===== config.mk =====
export PLATFORM = sky130hd
export DESIGN_NAME = fetch_queue
export DESIGN_NICKNAME = d
export VERILOG_FILES = /design/src/rtl/fetch_pkg.sv /design/src/rtl/fetch_byte_ring.sv /design/src/rtl/fetch_queue.sv
export SDC_FILE = /design/constraint.sdc
export NUM_CORES = 2
export LEC_CHECK = 0
export CORE_MARGIN = 5
export CORE_UTILIZATION = 35
export DETAILED_ROUTE_END_ITERATION = 7
export DONT_BUFFER_PORTS = 1
export HOLD_SLACK_MARGIN = 0.08
export PLACE_DENSITY = 0.47
export RECOVER_POWER = 100
export SLEW_MARGIN = 5
export SYNTH_ARGS = -nofsm -noshare
export SYNTH_HDL_FRONTEND = slang
export SYNTH_HIERARCHICAL = 1
export SYNTH_SLANG_ARGS = --single-unit

===== constraint.sdc =====
create_clock -name clk -period 8.85 [get_ports clk]
set_input_delay 0.885 -clock clk [delete_from_list [all_inputs] [get_ports clk]]
set_output_delay 0.885 -clock clk [all_outputs]
set_load 0.02 [all_outputs]

===== src/rtl/fetch_pkg.sv =====
// Shared types and constants for the instruction-fetch queue and its byte ring.
package fetch_pkg;

  localparam int LINE_BYTES     = 64;
  localparam int BEAT_BYTES     = 8;
  localparam int BEATS_PER_LINE = LINE_BYTES / BEAT_BYTES;

  typedef enum logic [1:0] {
    ST_IDLE,
    ST_REQ,
    ST_RESP
  } fetch_state_t;

  typedef logic [14:0][7:0] fetch_win_t;

endpackage


===== src/rtl/fetch_byte_ring.sv =====
// Circular instruction byte store: one aligned 8-byte beat write per cycle and
// a combinational, wrapping window read starting at an arbitrary byte.
module fetch_byte_ring
  import fetch_pkg::*;
#(
  parameter int BUF_BYTES = 128,
  parameter int WIN_BYTES = 15,
  localparam int AW = $clog2(BUF_BYTES),
  localparam int BW = $clog2(BEAT_BYTES)
) (
  input  logic                    clk,
  input  logic                    wr_en_i,
  input  logic [AW-BW-1:0]        wr_slot_i,
  input  logic [BEAT_BYTES*8-1:0] wr_data_i,
  input  logic [AW-1:0]           rd_ptr_i,
  output logic [WIN_BYTES*8-1:0]  rd_data_o
);

  logic [7:0] mem_q [BUF_BYTES];

  // NOTE: the storage array has no reset; occupancy in the parent decides
  // which bytes are meaningful, so clearing it would only cost area.
  always_ff @(posedge clk) begin
    if (wr_en_i) begin
      for (int b = 0; b < BEAT_BYTES; b++) begin
        mem_q[{wr_slot_i, BW'(b)}] <= wr_data_i[8*b +: 8];
      end
    end
  end

  // Index arithmetic is AW bits wide, so the window wraps past the last byte.
  for (genvar i = 0; i < WIN_BYTES; i++) begin : g_win
    logic [AW-1:0] idx;
    assign idx = rd_ptr_i + AW'(i);
    assign rd_data_o[8*i +: 8] = mem_q[idx];
  end

endmodule


===== src/rtl/fetch_queue.sv =====
// Instruction-fetch front end: issues line reads, absorbs response beats into a
// byte ring and presents a decode window at the current RIP.
module fetch_queue
  import fetch_pkg::*;
#(
  parameter int BUF_BYTES  = 128,
  parameter int WIN_BYTES  = 15,
  parameter int LINE_BYTES = 64
) (
  input  logic                   clk,
  input  logic                   reset,
  input  logic [63:0]            entry,
  input  logic                   redirect,
  input  logic [63:0]            redirect_rip,
  output logic                   reqcyc,
  output logic [63:0]            req,
  input  logic                   reqack,
  input  logic                   respcyc,
  input  logic [63:0]            resp,
  output logic                   respack,
  output logic [WIN_BYTES*8-1:0] win_bytes,
  output logic [3:0]             win_count,
  output logic [63:0]            win_rip,
  input  logic [3:0]             consume
);

  localparam int AW        = $clog2(BUF_BYTES);
  localparam int OW        = AW + 1;
  localparam int BW        = $clog2(BEAT_BYTES);
  localparam int LW        = $clog2(LINE_BYTES);
  localparam int CW        = LW - BW;
  localparam int LAST_BEAT = LINE_BYTES / BEAT_BYTES - 1;

  fetch_state_t  state_q, state_d;
  logic [AW-1:0] rd_ptr_q, rd_ptr_d;
  logic [AW-1:0] wr_ptr_q, wr_ptr_d;
  logic [OW-1:0] occ_q, occ_d;
  logic [63:0]   win_rip_q, win_rip_d;
  logic [63:0]   line_rip_q, line_rip_d;
  logic [63:0]   req_addr_q, req_addr_d;
  logic [CW-1:0] beat_q, beat_d;
  logic [CW-1:0] skip_q, skip_d;
  logic          first_q, first_d;
  logic          stale_q, stale_d;

  logic          beat_in, last_beat, wr_en;
  logic [AW-1:0] rd_base;
  logic [OW-1:0] added;
  fetch_win_t    window;

  // NOTE: every combinational output gets a default first so no path leaves
  // a signal unassigned and infers a latch.
  always_comb begin
    state_d    = state_q;
    rd_ptr_d   = rd_ptr_q;
    wr_ptr_d   = wr_ptr_q;
    occ_d      = occ_q;
    win_rip_d  = win_rip_q;
    line_rip_d = line_rip_q;
    req_addr_d = req_addr_q;
    beat_d     = beat_q;
    skip_d     = skip_q;
    first_d    = first_q;
    stale_d    = stale_q;
    wr_en      = 1'b0;
    rd_base    = rd_ptr_q;
    added      = '0;
    beat_in    = (state_q == ST_RESP) && respcyc;
    last_beat  = beat_in && (beat_q == CW'(LAST_BEAT));

    unique case (state_q)
      ST_IDLE: begin
        if (occ_q <= OW'(BUF_BYTES - LINE_BYTES) && !redirect) begin
          state_d    = ST_REQ;
          req_addr_d = line_rip_q;
        end
      end
      ST_REQ: begin
        if (reqack) state_d = ST_RESP;
      end
      ST_RESP: begin
        if (beat_in) begin
          beat_d = beat_q + CW'(1);
          if (last_beat) state_d = ST_IDLE;
        end
      end
      default: state_d = ST_IDLE;
    endcase

    if (redirect) begin
      occ_d      = '0;
      rd_ptr_d   = '0;
      wr_ptr_d   = '0;
      win_rip_d  = redirect_rip;
      line_rip_d = redirect_rip & ~64'(LINE_BYTES - 1);
      skip_d     = redirect_rip[LW-1:BW];
      first_d    = 1'b1;
      // A line already on the bus must drain before the new one is requested.
      stale_d    = (state_q == ST_REQ) || ((state_q == ST_RESP) && !last_beat);
    end else begin
      if (beat_in && !stale_q && !(first_q && (beat_q < skip_q))) begin
        wr_en    = 1'b1;
        wr_ptr_d = wr_ptr_q + AW'(BEAT_BYTES);
        added    = OW'(BEAT_BYTES);
        if (first_q && (beat_q == skip_q)) begin
          rd_base = wr_ptr_q + AW'(win_rip_q[BW-1:0]);
          added   = OW'(BEAT_BYTES) - OW'(win_rip_q[BW-1:0]);
        end
      end
      rd_ptr_d  = rd_base + AW'(consume);
      occ_d     = occ_q + added - OW'(consume);
      win_rip_d = win_rip_q + 64'(consume);
      if (last_beat) begin
        if (stale_q) begin
          stale_d = 1'b0;
        end else begin
          first_d    = 1'b0;
          line_rip_d = line_rip_q + 64'(LINE_BYTES);
        end
      end
    end
  end

  always_ff @(posedge clk) begin
    if (reset) begin
      state_q    <= ST_IDLE;
      rd_ptr_q   <= '0;
      wr_ptr_q   <= '0;
      occ_q      <= '0;
      win_rip_q  <= entry;
      line_rip_q <= entry & ~64'(LINE_BYTES - 1);
      req_addr_q <= '0;
      beat_q     <= '0;
      skip_q     <= entry[LW-1:BW];
      first_q    <= 1'b1;
      stale_q    <= 1'b0;
    end else begin
      state_q    <= state_d;
      rd_ptr_q   <= rd_ptr_d;
      wr_ptr_q   <= wr_ptr_d;
      occ_q      <= occ_d;
      win_rip_q  <= win_rip_d;
      line_rip_q <= line_rip_d;
      req_addr_q <= req_addr_d;
      beat_q     <= beat_d;
      skip_q     <= skip_d;
      first_q    <= first_d;
      stale_q    <= stale_d;
    end
  end

  always_ff @(posedge clk) begin
    if (!reset && !redirect) begin
      assert (consume <= win_count)
        else $fatal(1, "fetch_queue: consume %0d exceeds win_count %0d", consume, win_count);
    end
  end

  fetch_byte_ring #(
    .BUF_BYTES (BUF_BYTES),
    .WIN_BYTES (WIN_BYTES)
  ) u_ring (
    .clk       (clk),
    .wr_en_i   (wr_en),
    .wr_slot_i (wr_ptr_q[AW-1:BW]),
    .wr_data_i (resp),
    .rd_ptr_i  (rd_ptr_q),
    .rd_data_o (window)
  );

  assign reqcyc    = (state_q == ST_REQ);
  assign req       = req_addr_q;
  assign respack   = respcyc & ~reset;
  assign win_bytes = window;
  assign win_count = (occ_q > OW'(WIN_BYTES)) ? 4'(WIN_BYTES) : occ_q[3:0];
  assign win_rip   = win_rip_q;

endmodule


==> results.py <==
metrics = {
    "flow_run": {
        "maxCapViolCount": 60,
    },
    "outcome": {
        "outcome": "finished, violations left",
        "violations": "DRC, capacitance limit, slew limit",
    },
    "worst_setup_path": {
        "cp_top_family": "adder cells",
        "critPathCaptureType": "primary output",
        "cp_cell_sequence": "inv_1 > ha_2 > nor2b_1 > buf_4 > a32oi_1 > a31oi_1 > nor4_2 > buf_4",
        "cp.arrival_ps": 7640,
        "critPathBufInv": 3,
        "ff2ff_path_depth": 7,
        "startpoint_type": "flop",
        "cpMostUsedCell": "buf_4",
        "worstPathMaxFanout": 60,
        "cp_slowest_stage_delay_ps": 1810,
        "rr_startpoint": "state_q[1]",
        "startpoint": "rd_ptr_q[1]",
        "worst-path-stages": 8,
        "critPathRequiredTime_ps": 7970,
        "path_class": "flop to primary output",
        "crit_slowest_cell": "ha_2",
    },
    "synthesis": {
        "yosysWarnings": 6,
        "yosys.area.top_type": "mux4_2",
        "ys_ff_latch": 1233,
        "synthDominantCellAreaShare_pct": 39.3,
        "syn_area_mm2": 0.0992,
        "synthAdderAreaFrac_pct": 0.688,
        "synth_xor_xnor_area_share_pct": 1.84,
        "synthSimpleGateAreaFrac_pct": 9.60,
        "postSynthAreaPerCell_um2": 13.6,
        "synth.area.top_cells": "mux4_2 (39%), edfxtp_1 (33%), nand2_1 (4.1%)",
        "netlist_instances": 7317,
        "synth_async_sr_flop_share_pct": 0,
        "yosysSeqAreaShare_pct": 35.8,
        "synth-compound-area-share_pct": 6.97,
        "ys.flop_type": "edfxtp_1",
        "ys_types": 90,
        "synth_top_family_by_area": "multiplexers",
        "synth-edff-count": 1085,
        "muxShareOfSynthArea_pct": 41.5,
    },
    "timing": {
        "maxSlewHeadroom_pct": -177,
        "fmax_ghz": 0.117,
        "finalCriticalPeriod_ps": 8530,
        "slew_violations": 1701,
        "tightestPinTransition_ps": 4150,
        "finClkSkew_ps": 82.6,
        "fin_crit_sh_pct": 96.4,
        "setup-tns-final_ps": 0,
        "hold_viol": 0,
        "setup_viol": 0,
        "grt_setup_unrepaired": "false",
    },
    "route": {
        "first_iter_violations": 15700,
        "vias": 86800,
        "first_pass_iters": 8,
        "vias_per_cell": 7.72,
        "drt-wirelength-per-cell_um": 48.1,
        "ant_nets": 0,
        "totalWireLength_mm": 541,
        "drcViolationCount": 12,
    },
    "clocking": {
        "tritoncts": "done",
        "insertion_delay_ps": 890,
        "numCtsBuffers": 161,
        "htreeDepth": 4,
        "clock_sinks": 1233,
        "root_buffer": "clkbuf_16",
        "clk_path_buf_depth": 4,
        "path_clk_slew_ps": 70,
    },
    "die": {
        "initial_utilization_pct": 35.2,
        "io-pin-count": 455,
        "core-area_mm2": 0.282,
        "die_x_um": 543,
        "row_count": 195,
        "die_area_mm2": 0.294,
        "die_h_um": 543,
    },
    "global_route": {
        "grt_use_total_pct": 35.4,
        "antenna_found_initial": 93,
        "grt_util_met2_pct": 48.7,
        "grt_pass1_wl_mm": 709,
        "grt_max_degree": 139,
        "grt-ovfl-total": 0,
        "grtUsageMet1_pct": 42.1,
        "grt-busiest-layer": "met2",
        "grt_pass1_vias": 77500,
        "met3_usage_pct": 17.2,
    },
    "power_and_ir_drop": {
        "irDropWorstVdd_mv": 0.127,
        "p_per_area_mw_per_mm2": 175,
        "leakage_nw": 32.9,
    },
    "placement": {
        "hpwl_mm": 363,
        "place.gp.congestion": 1.01,
        "portBuffers": 0,
        "placedInstanceArea_mm2": 0.104,
    },
    "finish": {
        "syn2layout_area_growth_pct": 11.4,
        "layout-drive-gt1-share_pct": 33.4,
        "design_area_mm2": 0.111,
        "fin_util_pct": 39.2,
        "num-nets-final": 7473,
    },
    "worst_hold_path": {
        "hp-start": "resp[48]",
        "holdCritPathClass": "primary input to flop",
        "min_path_cells": 0,
    },
}
-- state kept, by name (all words and copies together), names as in the netlist --
name          count
u_ring/mem_q   1024
win_rip          64
line_rip_q       58
req              58
occ_q             8
rd_ptr_q          7
wr_ptr_q          4
beat_q            3
skip_q            3
state_q           2
first_q           1
stale_q           1
-- layout make-up --
cell class / count / area [µm²]
clock inverter: 105 / 1050
multi-input combinational: 5362 / 61100
antenna: 154 / 385
inverter: 54 / 215
tap: 3743 / 4680
fill: 26100 / 172000
timing repair buffer: 409 / 3350
clock buffer: 183 / 4210
sequential: 1233 / 35600
-- worst reg2reg max path: cells and delay by family, from the launching register on --
kind | cells | cell delay [ps]
AO/OA/AOI/OAI | 1 | 660
flip-flops | 1 | 450
buffers and inverters | 1 | 2630
AND/OR/NAND/NOR | 5 | 3770
-- through the flow --
| step | power [mW] | hold WS (ps) | setup WS (ps) | instances |
|---|---|---|---|---|
| 6_report | 19.3 | 113 | 321 | 11200 |
| 5_1_grt | 19.7 | 107 | 504 | 11100 |
| 4_1_cts | 19.2 | 80.1 | 1310 | 11100 |
| 3_5_place_dp | 12.4 | 457 | 2240 | 10700 |
| 3_3_place_gp | 12.3 | 444 | 2300 | 10700 |
| 2_1_floorplan | 10.3 | 431 | 1550 | 7322 |
-- metal layers --
layer	up-vias	wire [µm]
met3	2132	85300
met1	44800	180000
li1	31000	-
met2	8933	225000
met4	26	50200
met5	-	433
-- cells in the mapped netlist, types with 12 or more instances --
cell,number
mux4_2,1733
a32oi_1,62
a31oi_1,77
o21a_1,19
buf_6,22
nand4_1,118
nor4_1,90
a22oi_1,97
o21ai_0,156
buf_4,100
nand2_1,1095
a221oi_1,12
o22ai_1,282
nor2b_1,13
and4_1,15
a211oi_1,28
xor2_1,71
a22o_1,16
nor2_1,192
edfxtp_1,1085
ha_1,45
and2_1,20
a21oi_1,163
nand2b_1,18
dfxtp_1,148
buf_2,259
mux2_2,30
o211ai_1,37
nand3_1,361
buf_1,55
xnor2_1,123
nor3_1,91
inv_1,50
and3_1,38
or3_1,12
mux2i_1,178
clkbuf_1,237
-- path summary, 6_finish.rpt --
path | slack [ps] | to
setup / recovery | 320 | win_bytes[21]
hold / removal | 110 | u_ring/mem_q[62][0]
setup reg to reg | 740 | u_ring/mem_q[51][4]
hold reg to reg | 470 | first_q
-- placed cells by master (no fill, tap or decap), types with 65 or more instances in the layout --
cell,synthesis,final
dfxtp_1,148,141
clkbuf_16,0,164
xor2_1,71,65
dlygate4sd3_1,0,96
mux4_2,1733,1733
a22oi_1,97,97
edfxtp_1,1085,1085
diode_2,0,154
nand3_1,361,357
clkbuf_1,237,66
nor3_1,91,78
mux2i_1,178,178
nand2_1,1095,1071
xnor2_1,123,106
o21ai_0,156,159
a31oi_1,77,75
nand4_1,118,119
o22ai_1,282,282
a21oi_1,163,162
buf_4,100,233
nor2_1,192,160
-- what timing repair did --
item	in CTS	in global routing
setup buffers	0	0
hold endpoints to repair	368	137
hold buffers	67	31
resized for setup	0	0
-- kinds of logic (layout without fill, tap and decap cells) --
group | Yosys count | count (layout)
muxes | 1941 | 1941
DFF | 1233 | 1233
adders and majority gates | 51 | 51
other | 1 | 160
and+or+nand+nor | 2104 | 2104
xor gates and xnor gates | 202 | 202
buffers and inverters | 727 | 751
AOI/OAI and AO/OA | 1058 | 1058
-- power by group --
part | internal, mW | total (mW) | leakage, nW | switching (mW)
sequential | 6.44 | 6.68 | 11.1 | 0.243
combinational | 2.17 | 5.90 | 19.3 | 3.73
clock | 3.92 | 6.74 | 2.56 | 2.83
total | 12.5 | 19.3 | 32.9 | 6.80
Power figures use the tool's default switching activity.
